--- src/rtl/regfile_wr_if.sv ---
// regfile_wr_if: valid/ready request bundle between requesters and the
// register-file write-port arbiter.
interface regfile_wr_if #(
  parameter int N_REQ = 3,
  parameter int AW    = 5,
  parameter int DW    = 32
);
  logic [N_REQ-1:0]    req_valid;
  logic [N_REQ*AW-1:0] req_addr;
  logic [N_REQ*DW-1:0] req_data;
  logic [N_REQ-1:0]    req_ready;

  modport master (
    output req_valid,
    output req_addr,
    output req_data,
    input  req_ready
  );

  modport slave (
    input  req_valid,
    input  req_addr,
    input  req_data,
    output req_ready
  );
endinterface

--- src/rtl/regfile_wr_arbiter.sv ---
// regfile_wr_arbiter: round-robin owner of the regfile write port.
// Define REGFILE_CLR_EN to sweep-clear x1..x31 after every reset.
module regfile_wr_arbiter #(
  parameter int N_REQ = 3,
  parameter int AW    = 5,
  parameter int DW    = 32
) (
  input  logic          clk,
  input  logic          rst_n,
  regfile_wr_if.slave   bus,
  output logic          we,
  output logic [AW-1:0] wa,
  output logic [DW-1:0] wd,
  output logic [1:0]    grant_id,
  output logic          init_done
);

`ifdef REGFILE_CLR_EN
  localparam logic [AW-1:0] LAST = '1;

  typedef enum logic {
    S_INIT,
    S_RUN
  } state_t;

  state_t        state, state_nx;
  logic [AW-1:0] cnt, cnt_nx;
`endif

  logic [1:0]       ptr, ptr_nx;
  logic [1:0]       sel;
  logic             hit;
  logic             xfer;
  logic [N_REQ-1:0] gnt;
  logic [AW-1:0]    sel_addr;
  logic [DW-1:0]    sel_data;

  logic          we_nx;
  logic [AW-1:0] wa_nx;
  logic [DW-1:0] wd_nx;
  logic [1:0]    gid_nx;
  logic          init_nx;

  // first valid requester at or after ptr, wrapping
  always_comb begin
    int j;
    sel = '0;
    hit = 1'b0;
    j   = 0;
    for (int k = 0; k < N_REQ; k++) begin
      j = (int'(ptr) + k) % N_REQ;
      if (!hit && bus.req_valid[j]) begin
        hit = 1'b1;
        sel = 2'(j);
      end
    end
  end

  assign xfer = hit && init_done;

  always_comb begin
    gnt = '0;
    for (int i = 0; i < N_REQ; i++)
      gnt[i] = xfer && (sel == 2'(i));
  end

  assign bus.req_ready = gnt;
  assign sel_addr = bus.req_addr[int'(sel)*AW +: AW];
  assign sel_data = bus.req_data[int'(sel)*DW +: DW];

  always_comb begin
    we_nx  = 1'b0;
    wa_nx  = wa;
    wd_nx  = wd;
    gid_nx = grant_id;
    ptr_nx = ptr;
`ifdef REGFILE_CLR_EN
    state_nx = state;
    cnt_nx   = cnt;
    init_nx  = (state == S_RUN);
    if (state == S_INIT) begin
      we_nx  = 1'b1;
      wa_nx  = cnt;
      wd_nx  = '0;
      cnt_nx = cnt + 1'b1;
      if (cnt == LAST)
        state_nx = S_RUN;
    end
`else
    init_nx = 1'b1;
`endif
    if (xfer) begin
      we_nx  = (sel_addr != '0);
      wa_nx  = sel_addr;
      wd_nx  = sel_data;
      gid_nx = sel;
      ptr_nx = (int'(sel) == N_REQ - 1) ? 2'd0 : sel + 2'd1;
    end
  end

  always_ff @(posedge clk or negedge rst_n) begin
    if (!rst_n) begin
      we        <= 1'b0;
      wa        <= '0;
      wd        <= '0;
      grant_id  <= '0;
      init_done <= 1'b0;
      ptr       <= '0;
`ifdef REGFILE_CLR_EN
      state     <= S_INIT;
      cnt       <= AW'(1);
`endif
    end else begin
      we        <= we_nx;
      wa        <= wa_nx;
      wd        <= wd_nx;
      grant_id  <= gid_nx;
      init_done <= init_nx;
      ptr       <= ptr_nx;
`ifdef REGFILE_CLR_EN
      state     <= state_nx;
      cnt       <= cnt_nx;
`endif
    end
  end

endmodule

--- src/flat_wrapper.sv ---
// flat-port wrapper written by rule: the top's interface ports become plain ports
module regfile_wr_arbiter_flat 
#(
  parameter int N_REQ = 3,
  parameter int AW    = 5,
  parameter int DW    = 32
)
  (clk, rst_n, we, wa, wd, grant_id, init_done, bus_req_valid, bus_req_addr, bus_req_data, bus_req_ready);
  regfile_wr_if #(.N_REQ(N_REQ), .AW(AW), .DW(DW)) bus_i ();
  input  logic clk;
  input  logic rst_n;
  output logic we;
  output logic [AW-1:0] wa;
  output logic [DW-1:0] wd;
  output logic [1:0] grant_id;
  output logic init_done;
  input wire logic [$bits(bus_i.req_valid)-1:0] bus_req_valid;
  input wire logic [$bits(bus_i.req_addr)-1:0] bus_req_addr;
  input wire logic [$bits(bus_i.req_data)-1:0] bus_req_data;
  output wire logic [$bits(bus_i.req_ready)-1:0] bus_req_ready;
  assign bus_i.req_valid = bus_req_valid;
  assign bus_i.req_addr = bus_req_addr;
  assign bus_i.req_data = bus_req_data;
  assign bus_req_ready = bus_i.req_ready;
  regfile_wr_arbiter #(.N_REQ(N_REQ), .AW(AW), .DW(DW)) u_core (.clk(clk), .rst_n(rst_n), .bus(bus_i), .we(we), .wa(wa), .wd(wd), .grant_id(grant_id), .init_done(init_done));
endmodule
--- config.mk ---
export PLATFORM = sky130hd
export DESIGN_NAME = regfile_wr_arbiter_flat
export DESIGN_NICKNAME = d
export VERILOG_FILES = /design/src/rtl/regfile_wr_if.sv /design/src/rtl/regfile_wr_arbiter.sv /design/src/flat_wrapper.sv
export SDC_FILE = /design/constraint.sdc
export NUM_CORES = 1
export LEC_CHECK = 0
export ABC_AREA = 1
export CAP_MARGIN = 20
export CORE_ASPECT_RATIO = 1.4
export CORE_MARGIN = 4
export CORE_UTILIZATION = 38
export DETAILED_ROUTE_END_ITERATION = 16
export PLACE_DENSITY = 0.82
export SYNTH_ARGS = -nofsm -noshare
export SYNTH_HDL_FRONTEND = slang
export SYNTH_SLANG_ARGS = --single-unit
--- constraint.sdc ---
create_clock -name clk -period 2.7 [get_ports clk]
set_input_delay 0.27 -clock clk [delete_from_list [all_inputs] [get_ports clk]]
set_output_delay 0.27 -clock clk [all_outputs]
set_load 0.01 [all_outputs]
==> results of run 1 <==
## per-stage QoR
stage | cell area (um2) | instances | util
after detailed placement | 4228 | 557 | 0.6352
after global placement | 4228 | 557 | 0.6352
after floorplan | 2614 | 317 | -
after CTS | 4334 | 566 | 0.6511
final | 4392 | 569 | 0.6598
after global routing | 4392 | 569 | 0.6598
## cells in the final DEF, fill, tap and decap left out, types with 2 or more instances in the layout
| cell type | n |
|---|---|
| a21oi_1 | 10 |
| a22oi_1 | 18 |
| a22oi_2 | 7 |
| a31oi_1 | 22 |
| a41oi_2 | 2 |
| buf_12 | 2 |
| buf_4 | 9 |
| clkbuf_8 | 6 |
| clkdlybuf4s50_1 | 155 |
| dfrtp_1 | 43 |
| dlygate4sd2_1 | 3 |
| ha_1 | 2 |
| ha_4 | 2 |
| inv_1 | 9 |
| inv_2 | 6 |
| inv_4 | 2 |
| nand2_1 | 94 |
| nand2_2 | 4 |
| nand2_4 | 3 |
| nand3_1 | 21 |
| nand3_2 | 4 |
| nand4_1 | 3 |
| nor2_1 | 34 |
| nor2_8 | 2 |
| o21ai_0 | 5 |
## sequential cells by signal, indices dropped and copies added (netlist names)
| register | count |
|---|---|
| u_core.init_done | 1 |
| u_core.we | 1 |
| u_core.wd | 32 |
| u_core.grant_id | 2 |
| u_core.wa | 5 |
| u_core.ptr | 2 |
## area by class of cell
cell class,count,area [um2]
Multi-Input combinational cell,238,1333
Sequential cell,43,1076
Inverter,18,80.08
Clock inverter,1,5.005
Timing Repair Buffer,171,1700
Tap cell,92,115.1
Fill cell,595,2265
Clock buffer,6,82.58
## critical path: cells and delay by family, from the launching register on
family                   cells  cell delay (ns)
buffers and inverters        5             0.61
AND/OR/NAND/NOR              8             0.71
flip-flops                   1             0.39
adder cells (fa/ha/maj)      1             0.25
## metal layers
metal / track usage / vias to the layer above / wire length (um) / share of wire
li1: - / 1386 / - / -
met1: 0.2099 / 1348 / 3080 / 0.34
met2: 0.3995 / 129 / 4815 / 0.54
met3: 0.05593 / 30 / 665 / 0.074
met4: 0.09125 / 0 / 371 / 0.042
met5: 0 / - / 0 / 0
## timing repair
item,in CTS,in global routing
setup buffers,2,1
pin swaps,2,0
resized for setup,6,3
endpoints found under the setup margin,3,3
gates cloned,0,0
hold buffers,0,1
endpoints found under the hold margin,0,2
## worst paths after layout
check | start | endpoint | cells past startpoint
min reg2reg | u_core.wd[31] | u_core.wd[31] | 2
max | u_core.ptr[0] | bus_req_ready[0] | 14
max in group asynchronous | rst_n | u_core.wd[23] | 3
min | rst_n | u_core.wd[15] | 2
max reg2reg | u_core.ptr[1] | u_core.wd[18] | 12
min in group clk | u_core.wd[31] | u_core.wd[31] | 2
## kinds of logic (layout without fill, tap and decap cells)
logic type | Yosys count | after routing | synth area share
AND/OR/NAND/NOR | 167 | 167 | 0.2954
other | 1 | 1 | 0.001435
buffers and inverters | 36 | 196 | 0.08808
flip-flops | 43 | 43 | 0.4117
AO/OA/AOI/OAI | 66 | 66 | 0.1843
adder cells (fa/ha/maj) | 4 | 4 | 0.01915
## power breakdown
group	internal (uW)	total [uW]	switching [uW]	leakage, uW
clock	201	421	220	0.0000470
combinational	1840	4300	2450	0.00134
sequential	982	1140	160	0.000505
==> metrics.txt, run 1 <==
Total Negative Setup Slacks=0 ns; longest individual stage delay on the worst path=0.39 ns; root buffer cell=clkbuf_8; average wire length per cell after detail routing=15.70 um; share of synthesized flip-flops with an asynchronous set or reset=1.000; total routing usage reported by global routing=0.2101; ratio of total power to cell area=1334 mW/mm2; overall die width=78.10 um; maximum frequency from static timing analysis=0.3962 GHz; # nets final=597; clock tree from TritonCTS=yes; static leakage power=0.001888 uW; detailed-route wire length=8.933 mm; layout cells sized above 1=0.1153; total number of placement rows=35; Residual DRC=0; class of the most critical hold timing path=primary input to async pin; diode insertion count for antenna repair=0; worst path cell trace=inv_1 -> ha_4 -> inv_4 -> nand2_1 -> nand3_1 -> nand2_2 -> nand3_4 -> nor2_4 -> nor2_8 -> nand2_2 -> inv_4 -> nand2_1 -> inv_2 -> dlygate4sd2_1; most common cell in the netlist=nand2_1; Worst Slack Setup Final=0.1757 ns; via count=2,893; CP max stage cell=dfrtp_1; period utilisation layout=0.9349; count of buffers inserted at the top-level ports=159; clock skew=0.01202 ns; clock-pin transition on the worst setup and hold timing paths=0.09 ns; Critical Path Sink Type=primary output; Detailed Place HPWL=6.853 mm; Clk Latency, worst-skew pair=0.30 ns; sequential fraction of the synthesis area=0.4117; top-level I/O count=160; drt first-iter violations=170; weighted congestion reported at the end of routability-driven placement=0.9118; Core Box Area=0.006656 mm2; worst vdd rail ir drop=0.8083 mV; die area=0.008288 mm2; number of pins exceeding their max-slew limit in the final report=0; cell type contributing the most total cell area after synthesis=dfrtp_1; number of flops mapped to enable cells by yosys=0; initial antenna violation count=0; largest net degree at the start of global routing=44; ratio of routed vias to standard cells=5.084; worst hold margin=0.3118 ns; library cells used by synthesis=30; Antenna Violating Nets Remaining=0; area growth from synthesis to layout=68.02%; Post-Syn Instances=317; number of buffers on the longest clock path=2; top cells by area, synth=dfrtp_1 41%, nand2_1 13%, a31oi_1 5.3%, a22oi_1 5.2%, nor2_1 4.9%; Power Total=5858 uW; Startpoint Class=flip-flop; mean area per synthesized cell=8.245 um2; maxcap violations=0; vias in the first global route=2,886; wire length of the first global-routing pass=13.72 mm; H-tree depth=2; 1st-pass router iterations=5; Period minus WS final=2.524 ns; top post-synthesis cells by count=94 x nand2_1, 43 x dfrtp_1, 34 x nor2_1; die outline height=106.1 um; nets in the synthesized netlist=437; Initial Util=0.3927; pre-CTS setup slack=0.02962 ns; setup repair after global routing missed its margin=no; Critical Path AT=2.25 ns; post-synth top area share=0.4117; register bit total from synthesis=43; CTS Buf Count=5; final-report setup violation count=0; overflow left after global routing=0; endpoint required time on the critical path=2.43 ns; commonest register cell after synthesis=dfrtp_1; largest driver fanout on the critical path=6; number of hold violations in the final report=0; clk sinks=43; Worst Setup Path Type=flip-flop to primary output; synth warn=0; mapped cell area=0.002614 mm2; result of the run=completed; setup slack of the most critical reg-to-reg path=0.40 ns
Power figures use the tool's default switching activity.
==> run 2, diff against run 1 <==
--- a/config.mk
+++ b/config.mk
@@ -10,6 +10,7 @@
 export CORE_ASPECT_RATIO = 1.4
 export CORE_MARGIN = 4
 export CORE_UTILIZATION = 38
+export CTS_CLUSTER_DIAMETER = 50
 export DETAILED_ROUTE_END_ITERATION = 16
 export PLACE_DENSITY = 0.82
 export SYNTH_ARGS = -nofsm -noshare
==> results of run 2 <==
Final layout, timing and power as in run 1 (identical DEF).
==> run 3, diff against run 2 <==
--- a/config.mk
+++ b/config.mk
@@ -7,12 +7,15 @@
 export LEC_CHECK = 0
 export ABC_AREA = 1
 export CAP_MARGIN = 20
+export CELL_PAD_IN_SITES_DETAIL_PLACEMENT = 0
+export CELL_PAD_IN_SITES_GLOBAL_PLACEMENT = 1
 export CORE_ASPECT_RATIO = 1.4
 export CORE_MARGIN = 4
-export CORE_UTILIZATION = 38
+export CORE_UTILIZATION = 28
 export CTS_CLUSTER_DIAMETER = 50
 export DETAILED_ROUTE_END_ITERATION = 16
-export PLACE_DENSITY = 0.82
+export PLACE_DENSITY = 0.87
+export REMOVE_ABC_BUFFERS = 1
 export SYNTH_ARGS = -nofsm -noshare
 export SYNTH_HDL_FRONTEND = slang
 export SYNTH_SLANG_ARGS = --single-unit
==> constraint.sdc (replaced) <==
create_clock -name clk -period 3.15 [get_ports clk]
set_input_delay 0.315 -clock clk [delete_from_list [all_inputs] [get_ports clk]]
set_output_delay 0.315 -clock clk [all_outputs]
set_load 0.01 [all_outputs]
==> run 3 against run 2 <==
Compared with the run above: global-route usage is 5.2 points lower; sequential share of layout area is 0.41 points lower; die area is 32% higher; critical path depth shrank 1; via count decreased by 3.8%; register-to-register slack improved by 0.10 ns; wire length shrank 1.3%; highest routed layer unchanged.
==> metrics.txt, run 3 (synthesis results as in run 1) <==
detailed-route wire length=8.814 mm (-1.3%); most frequent standard cell in the layout excluding fill and tap cells=clkdlybuf4s50_1; ratio of routed vias to standard cells=4.800 (-5.6%); Startpoint Class=flip-flop; clock tree from TritonCTS=yes; number of hold violations in the final report=0 (unchanged); layout cells sized above 1=0.1078 (-0.007482); clock-pin transition on the worst setup and hold timing paths=0.06 ns (-0.03 ns); largest net degree at the start of global routing=44 (unchanged); Residual DRC=0 (unchanged); Final Core Density=0.4918 (-0.1680); overall die width=89.66 um (+15%); Design Area, Final=0.004466 mm2 (+1.7%); maxcap violations=0 (unchanged); static leakage power=0.001907 uW (+0.96%); die area=0.01097 mm2 (+32%); root buffer cell=clkbuf_16; die outline height=122.3 um (+15%); result of the run=completed; Critical Path AT=2.60 ns (+0.35 ns); vias in the first global route=2,829 (-2.0%); Antenna Violating Nets Remaining=0 (unchanged); Detailed Place HPWL=6.695 mm (-2.3%); pre-CTS setup slack=0.2645 ns (+0.2349 ns); number of pins exceeding their max-slew limit in the final report=0 (unchanged); largest registers ranked by flip-flop count=u_core.wd (32), u_core.wa (5); period utilisation layout=0.9254; worst-margin pin slew=0.5524 ns; area occupied by registers=0.001076 mm2 (unchanged); Clk Latency, worst-skew pair=0.28 ns (-0.02 ns); setup repair after global routing missed its margin=no; largest driver fanout on the critical path=39 (+33); Critical Path Sink Type=primary output; clock skew=0.005760 ns (-0.006259 ns); weighted congestion reported at the end of routability-driven placement=0.7827 (-14%); overflow left after global routing=0 (unchanged); Worst Slack Setup Final=0.2350 ns (+0.05928 ns); # nets final=592 (-0.84%); register with the highest flop count=u_core.wd; endpoint required time on the critical path=2.83 ns (+0.40 ns); Worst Setup Path Type=flip-flop to primary output; final-report setup violation count=0 (unchanged); 1st-pass router iterations=5 (unchanged); top-level I/O count=160 (unchanged); max-slew headroom at the worst pin=0.6317; Period minus WS final=2.915 ns; via count=2,784 (-3.8%); Total Negative Setup Slacks=0 ns (unchanged); wire length of the first global-routing pass=13.51 mm (-1.5%); average wire length per cell after detail routing=15.20 um (-3.2%); area growth from synthesis to layout=70.85%; ratio of total power to cell area=1154 mW/mm2 (-13%); diode insertion count for antenna repair=0 (unchanged); class of the most critical hold timing path=primary input to async pin; maximum frequency from static timing analysis=0.3431 GHz; total area of multi-input combinational cells=0.001325 mm2 (-0.56%); total number of placement rows=41 (+17%); number of buffers on the longest clock path=2 (unchanged); initial antenna violation count=0 (unchanged); flip-flop count of the largest register after layout=32 (unchanged); total routing usage reported by global routing=0.1585 (-0.05164); H-tree depth=2 (unchanged); number of fillers in the final layout=888 (+49%); CTS Buf Count=5 (unchanged); worst vdd rail ir drop=0.5348 mV (-34%); reg2reg path depth=17 (+5); Core Box Area=0.009080 mm2 (+36%); drt first-iter violations=110 (-35%); clk sinks=43 (unchanged); Initial Util=0.2879 (-0.1048); count of buffers inserted at the top-level ports=159 (unchanged); commonest non-fill, non-tap cells in the layout=157 x clkdlybuf4s50_1, 93 x nand2_1, 43 x dfrtp_1; Post-DP Area=0.004212 mm2 (-0.38%)
-- run 3: final timing paths --
| check | startpoint | end | slack (ns) |
|---|---|---|---|
| hold / removal | rst_n | u_core.wd[18] | 0.48 |
| hold reg to reg | u_core.wd[21] | u_core.wd[21] | 0.48 |
| setup reg to reg | u_core.ptr[0] | u_core.we | 0.50 |
| setup / recovery | u_core.ptr[0] | bus_req_ready[2] | 0.24 |
| min in group clk | u_core.wd[21] | u_core.wd[21] | 0.48 |
| max in group asynchronous | rst_n | u_core.grant_id[0] | 2.20 |
-- run 3: area by class of cell --
class,instances,share of cell area
Sequential cell,43,0.2410
Clock inverter,2,0.007845
Clock buffer,6,0.03110
Tap cell,107,0.02998
Timing Repair Buffer,166,0.3710
Multi-Input combinational cell,238,0.2967
Inverter,18,0.02242
-- run 3: what timing repair did --
item / CTS / global route
setup buffers: 0 / 1
setup endpoints to repair: 1 / 2
endpoints found under the hold margin: 0 / 11
hold buffers: 0 / 1
gates resized for setup: 1 / 9
pin swaps: 0 / 1
-- run 3: per-layer routing --
layer	part of all wire	up-vias	GRT usage
met5	0	-	0
met4	0.0091	0	0.03352
met3	0.10	6	0.05776
met2	0.53	118	0.2871
met1	0.36	1281	0.1731
li1	-	1379	-
-- run 3: through the flow --
stage / total power [uW] / hold slack, ns / std cells
finish: 5155 / 0.4757 / 580
global placement: 4468 / 0.4636 / 569
floorplan: 3122 / 0.01941 / 299
global route: 5606 / 0.4939 / 580
CTS: 5169 / 0.2358 / 577
detailed placement: 4537 / 0.4684 / 569
-- run 3: power breakdown --
| part | internal, uW | leakage [uW] | switching [uW] |
|---|---|---|---|
| logic | 1480 | 0.00131 | 2080 |
| registers | 844 | 0.000505 | 149 |
| clock network | 394 | 0.0000868 | 208 |
| total | 2720 | 0.00191 | 2440 |
-- run 3: worst max-delay path, cell delays in order, from the launching register on --
cell and delay, ns:
dfrtp_1 0.40, inv_1 0.14, ha_4 0.25, inv_4 0.08, nand2_1 0.05, nand3_1 0.08
nand2_2 0.09, nand3_4 0.12, nor2_4 0.06, nor2_8 0.24, clkinv_16 0.18, nand2_2 0.11
nor2_1 0.05, clkdlybuf4s50_1 0.47
